File: config.mk
export PLATFORM = sky130hd
export DESIGN_NAME = ex_div
export DESIGN_NICKNAME = d
export VERILOG_FILES = /design/src/rtl/ex_div.sv
export SDC_FILE = /design/constraint.sdc
export NUM_CORES = 1
export LEC_CHECK = 0
export ABC_AREA = 0
export BUFFER_PORTS_ARGS = -buffer_cell sky130_fd_sc_hd__buf_4
export CAP_MARGIN = 20
export CORE_MARGIN = 4
export CORE_UTILIZATION = 55
export CTS_CLUSTER_DIAMETER = 100
export CTS_CLUSTER_SIZE = 30
export DETAILED_ROUTE_END_ITERATION = 8
export PLACE_DENSITY = 0.76
export SLEW_MARGIN = 20
export SYNTH_ARGS = -nofsm -noshare
export SYNTH_HDL_FRONTEND = slang
export SYNTH_SLANG_ARGS = --single-unit
File: constraint.sdc
create_clock -name clk -period 5.6 [get_ports clk]
set_clock_uncertainty 0.1 [all_clocks]
set_input_delay 0.84 -clock clk [delete_from_list [all_inputs] [get_ports clk]]
set_output_delay 0.84 -clock clk [all_outputs]
set_load 0.05 [all_outputs]
File: src/rtl/ex_div.sv
// Iterative radix-2 restoring divider for the EX stage (RV32M DIV/DIVU/REM/REMU).
// Holds EX via div_ready until the selected quotient or remainder is registered.
module ex_div #(
    parameter int XLEN  = 32,
    parameter int CNT_W = 6
) (
    input  logic            clk,
    input  logic            rst_n,
    input  logic            pipe_flush,
    input  logic            div_valid,
    input  logic            div_sign,
    input  logic            div_res_sel,
    input  logic [XLEN-1:0] dividend,
    input  logic [XLEN-1:0] divisor,
    input  logic            div_ack,
    output logic            div_busy,
    output logic            div_ready,
    output logic [XLEN-1:0] div_result
);

    typedef enum logic [1:0] {
        IDLE,
        CALC,
        DONE
    } state_e;

    localparam logic [XLEN-1:0] MIN_NEG  = {1'b1, {(XLEN-1){1'b0}}};
    localparam logic [XLEN-1:0] ALL_ONES = '1;

    state_e            state_q;
    logic [CNT_W-1:0]  cnt_q;
    logic [XLEN-1:0]   rem_q;
    logic [XLEN-1:0]   quo_q;
    logic [XLEN-1:0]   dsr_q;
    logic              sign_q;
    logic              sel_q;
    logic              dnd_neg_q;
    logic              dsr_neg_q;
    logic              ready_q;
    logic [XLEN-1:0]   result_q;

    logic              dnd_neg;
    logic              dsr_neg;
    logic [XLEN-1:0]   dnd_mag;
    logic [XLEN-1:0]   dsr_mag;
    logic              is_zero;
    logic              is_ovf;
    logic [XLEN:0]     rem_shift;
    logic [XLEN:0]     diff;
    logic              ge;
    logic [XLEN-1:0]   rem_d;
    logic [XLEN-1:0]   quo_d;
    logic [XLEN-1:0]   quo_fix;
    logic [XLEN-1:0]   rem_fix;

    always_comb begin
        dnd_neg = div_sign & dividend[XLEN-1];
        dsr_neg = div_sign & divisor[XLEN-1];
        dnd_mag = dnd_neg ? -dividend : dividend;
        dsr_mag = dsr_neg ? -divisor : divisor;
        is_zero = (divisor == '0);
        is_ovf  = div_sign && (dividend == MIN_NEG) && (divisor == ALL_ONES);
    end

    // One restoring step: the borrow out of the (XLEN+1)-bit subtract is the compare result.
    always_comb begin
        rem_shift = {rem_q, quo_q[XLEN-1]};
        diff      = rem_shift - {1'b0, dsr_q};
        ge        = ~diff[XLEN];
        rem_d     = ge ? diff[XLEN-1:0] : rem_shift[XLEN-1:0];
        quo_d     = {quo_q[XLEN-2:0], ge};
        quo_fix   = (sign_q && (dnd_neg_q ^ dsr_neg_q)) ? -quo_d : quo_d;
        rem_fix   = (sign_q && dnd_neg_q) ? -rem_d : rem_d;
    end

    always_ff @(posedge clk) begin
        if (!rst_n) begin
            state_q   <= IDLE;
            cnt_q     <= '0;
            rem_q     <= '0;
            quo_q     <= '0;
            dsr_q     <= '0;
            sign_q    <= 1'b0;
            sel_q     <= 1'b0;
            dnd_neg_q <= 1'b0;
            dsr_neg_q <= 1'b0;
            ready_q   <= 1'b0;
            result_q  <= '0;
        end else if (pipe_flush) begin
            state_q <= IDLE;
            ready_q <= 1'b0;
        end else begin
            case (state_q)
                IDLE: begin
                    if (div_valid) begin
                        sign_q    <= div_sign;
                        sel_q     <= div_res_sel;
                        dnd_neg_q <= dnd_neg;
                        dsr_neg_q <= dsr_neg;
                        if (is_zero) begin
                            quo_q    <= ALL_ONES;
                            rem_q    <= dividend;
                            result_q <= div_res_sel ? dividend : ALL_ONES;
                            ready_q  <= 1'b1;
                            state_q  <= DONE;
                        end else if (is_ovf) begin
                            quo_q    <= MIN_NEG;
                            rem_q    <= '0;
                            result_q <= div_res_sel ? '0 : MIN_NEG;
                            ready_q  <= 1'b1;
                            state_q  <= DONE;
                        end else begin
                            // The dividend magnitude sits in quo_q and is shifted out as quotient bits shift in.
                            quo_q   <= dnd_mag;
                            dsr_q   <= dsr_mag;
                            rem_q   <= '0;
                            cnt_q   <= CNT_W'(XLEN);
                            state_q <= CALC;
                        end
                    end
                end
                CALC: begin
                    if (!div_valid) begin
                        state_q <= IDLE;
                    end else begin
                        rem_q <= rem_d;
                        quo_q <= quo_d;
                        cnt_q <= cnt_q - 1'b1;
                        if (cnt_q == CNT_W'(1)) begin
                            quo_q    <= quo_fix;
                            rem_q    <= rem_fix;
                            result_q <= sel_q ? rem_fix : quo_fix;
                            ready_q  <= 1'b1;
                            state_q  <= DONE;
                        end
                    end
                end
                DONE: begin
                    if (div_ack) begin
                        ready_q <= 1'b0;
                        state_q <= IDLE;
                    end
                end
                default: begin
                    state_q <= IDLE;
                    ready_q <= 1'b0;
                end
            endcase
        end
    end

    assign div_busy   = (state_q != IDLE);
    assign div_ready  = ready_q;
    assign div_result = result_q;

endmodule

==> out/qor.txt <==
result of the run = finished, final reports clean
ranking of synthesized cells by instance count = sky130_fd_sc_hd__nor2_1, sky130_fd_sc_hd__a21oi_1, sky130_fd_sc_hd__nand2_1
top cells by area in the synthesized netlist = sky130_fd_sc_hd__dfxtp_1, sky130_fd_sc_hd__a21oi_1, sky130_fd_sc_hd__xor2_1
total number of H-tree levels = 4
antenna violations before repair = 0
share of flip-flops with an asynchronous set or reset = 0
HPWL Detailed = 39.07 mm
start point of the critical path = quo_q[31]
final setup violating endpoints = 0
CTS Buffer Depth = 2
signed area change from the synthesized netlist to the final layout = 13.00%
Final min period = 5282 ps
CP max stage delay = 440 ps
CP startpoint kind = register
total power draw = 4.324 mW
Pwr Density = 290.9 nW/µm²
worst reg2reg endpoint = rem_q[28]
switching portion of total power = 0.4165
Data arrival, critical path = 5530 ps
total global routing overflow = 0
# Max-Cap Violations = 0
net switching power of the design = 1.801 mW
Port Buf Inserts = 104
Net Count, Synth = 1967
mean area per synthesized cell = 7.087 µm²
kind of capture point of the worst setup path = register
number of synthesized flops with an enable pin = 0
vias = 15362
slack of the worst reg-to-reg path = 320 ps
total wire length after detailed routing = 52.48 mm
clk root buf = sky130_fd_sc_hd__clkbuf_16
ratio of final minimum period to clock period = 0.9432
total internal power = 2.523 mW
worst-path cell with the longest stage delay = sky130_fd_sc_hd__fa_1
drt first pass iters = 7
CP Buf/Inv Count = 2
weighted congestion at the end of routability-driven global placement = 1.030
chip height = 162.6 µm
met1 capacity usage during global routing = 0.5419
combinational share of power = 0.433
violation count after the first detailed-routing iteration = 2398
number of primary I/O pins = 105
die outline area = 26450 µm²
post-layout instance count excluding filler cells = 2226
ratio of cells with drive above 1 in the final layout = 0.1175
leakage power = 5.875 nW
RSZ-0062 raised after global routing = no
largest net degree at the start of global routing = 91
residual antenna-violating net count after detailed routing = 0
Avg WL per Cell = 23.58 µm
number of sinks driven by the clock tree = 141
std cell rows = 56
Clk Latency, worst-skew pair = 450 ps
n_diodes = 0
share of power burned in the clock network = 0.304
sequence of cells on the critical path = inv_1 -> ha_1 -> inv_1 -> fa_1 -> a211oi_2 -> o211ai_1 -> nand4_1 -> nand4_2 -> and3_4 -> nor2_4 -> mux2i_2 -> ha_1 -> nand3b_1 -> or3_1 -> or3_1 -> nand2b_1 -> o31a_1 -> o32ai_1 -> a21oi_1 -> xor2_1 -> a211oi_1
Die X-Extent = 162.6 µm
total standard cell area after synthesis = 13150 µm²
Floorplan Core Area = 23470 µm²
number of fill cells in the layout = 2164
commonest register cell after synthesis = sky130_fd_sc_hd__dfxtp_1
number of hold violations in the final report = 0
clock tree from TritonCTS = built
share of the synthesized area in the top cell type = 0.2146
via count of the first global-routing pass = 14026
count of distinct cell types in the synthesized netlist = 92
Post-Layout Inst Area = 14860 µm²
Final Hold Slack = 355.6 ps
hold-critical path depth = 2
initial standard-cell utilization of the core = 0.5603
total cell area at the placement stage = 14160 µm²
met2 global-route usage = 0.5673
number of synthesis warnings = 0
largest driver fanout on the critical path = 8
worst endpoint required time = 5850 ps
Post-route DRC = 0
via density per instance = 6.901
Max Transition Viols Final = 0
Sequential Power Share = 0.262
worst r2r src = quo_q[31]
Crit Path Class = reg -> reg
post-synthesis sequential area ratio = 0.2146
global-route track usage on met3 = 0.08352
Tightest Hold Check Type = reg -> reg
most crowded layer after global routing = met2
first-pass GRT wire length = 80.09 mm
number of instances in the synthesized netlist = 1856
library cell occupying the most area in the post-synthesis netlist = sky130_fd_sc_hd__dfxtp_1
maximum frequency from static timing analysis = 189.3 MHz
GRT Resource Usage Total = 0.3851
Max IR drop VDD = 0.0001549 V
register bit count reported by yosys = 141
number of buffers added by the clock tree synthesis step = 17
cell with the most instances after synthesis = sky130_fd_sc_hd__nor2_1
actual slew at the worst max-slew pin = 1051 ps
hold endpoint = dsr_q[26]
final net count = 2006
clock transition at the registers of the reported paths = 70 ps
Hold Startpoint = dsr_q[26]
worst relative slew slack = 0.2988
total placed cells including tap cells = 2191
cell family with most CP delay = simple AND/OR/NAND/NOR gates
logic depth of the worst register-to-register path = 21
[metrics by stage]
step	setup TNS, ps	setup slack, ps	utilization
floorplan	-18.34	-18.34	-
global placement	0	428.4	0.6034
detailed placement	0	300.8	0.6034
CTS	0	239.4	0.6311
global route	0	19.38	0.6332
finish	0	317.8	0.6332
[final cells by class]
class / instances / area [µm²] / area share
clock inverter: 12 / 209.0 / 0.01406
timing repair buffer: 149 / 1131 / 0.07610
inverter: 57 / 214.0 / 0.01440
multi-input combinational: 1529 / 9644 / 0.6489
tap: 319 / 399.1 / 0.02685
clock buffer: 19 / 442.9 / 0.02980
sequential: 141 / 2823 / 0.1899
[flip-flops by register name, summed over array words and instances (netlist names), 2 cells and up]
name,count
cnt_q,6
div_result,32
dsr_q,32
quo_q,32
rem_q,32
state_q,2
[timing repair]
action,in CTS,in global routing
endpoints found under the setup margin,0,16
resized for setup,0,4
buffers inserted,0,4
hold buffers,0,0
[kinds of logic (layout without fill, tap and decap cells)]
family	after synthesis	after routing	synth area share
flip-flops	141	141	0.2146
multiplexers	27	27	0.02074
buffers and inverters	186	237	0.05641
XOR/XNOR	185	185	0.1232
AO/OA/AOI/OAI	645	645	0.3109
adder cells (fa/ha/maj)	40	40	0.03862
AND/OR/NAND/NOR	632	632	0.2355
[layout by cell type, fill, tap and decap left out, drive strengths merged, types with 15 or more instances in the layout]
cell / instances
clkbuf: 19
xnor2: 86
nand3: 35
ha: 39
nor2: 190
a221oi: 26
buf: 149
a22oi: 17
nor3: 50
xor2: 99
o211ai: 25
and2: 18
and4: 15
nand4: 23
mux2i: 25
o21ai: 172
a31oi: 44
dfxtp: 141
and3: 19
a211oi: 48
o31ai: 20
or3: 32
a21oi: 188
nand2: 167
inv: 59
nor4: 21
[how the worst max path moves through the flow]
stage / cells after the start / slack [ps] / endpoint
after floorplan: 26 / -20 / quo_q[30]
after global placement: 21 / 430 / div_result[26]
after detailed placement: 21 / 300 / div_result[26]
after CTS: 21 / 240 / div_result[26]
after global routing: 21 / 20 / rem_q[24]
final: 21 / 320 / rem_q[28]
[power by group through the flow]
stage               Clock (mW)  Combinational [mW]  Sequential, mW
floorplan                    0                1.25            1.15
global placement             0                1.76            1.15
detailed placement           0                1.78            1.15
CTS                       1.31                1.79            1.13
global route              1.35                2.00            1.14
finish                    1.32                1.87            1.13
[worst reg2reg max path: cells and delay by family, from the launching register on]
| kind | cells | cell delay (ps) |
|---|---|---|
| AO/OA/AOI/OAI | 6 | 1290 |
| multiplexers | 1 | 320 |
| XOR/XNOR | 1 | 200 |
| flip-flops | 1 | 330 |
| adder cells (fa/ha/maj) | 3 | 820 |
| AND/OR/NAND/NOR | 8 | 2010 |
| buffers and inverters | 2 | 130 |
[per-layer routing]
layer	routed length [µm]	vias to the layer above
met5	0	-
met2	21890	1098
met4	2532	0
met1	21560	7179
met3	6488	208
li1	-	6877
Power figures use the tool's default switching activity.
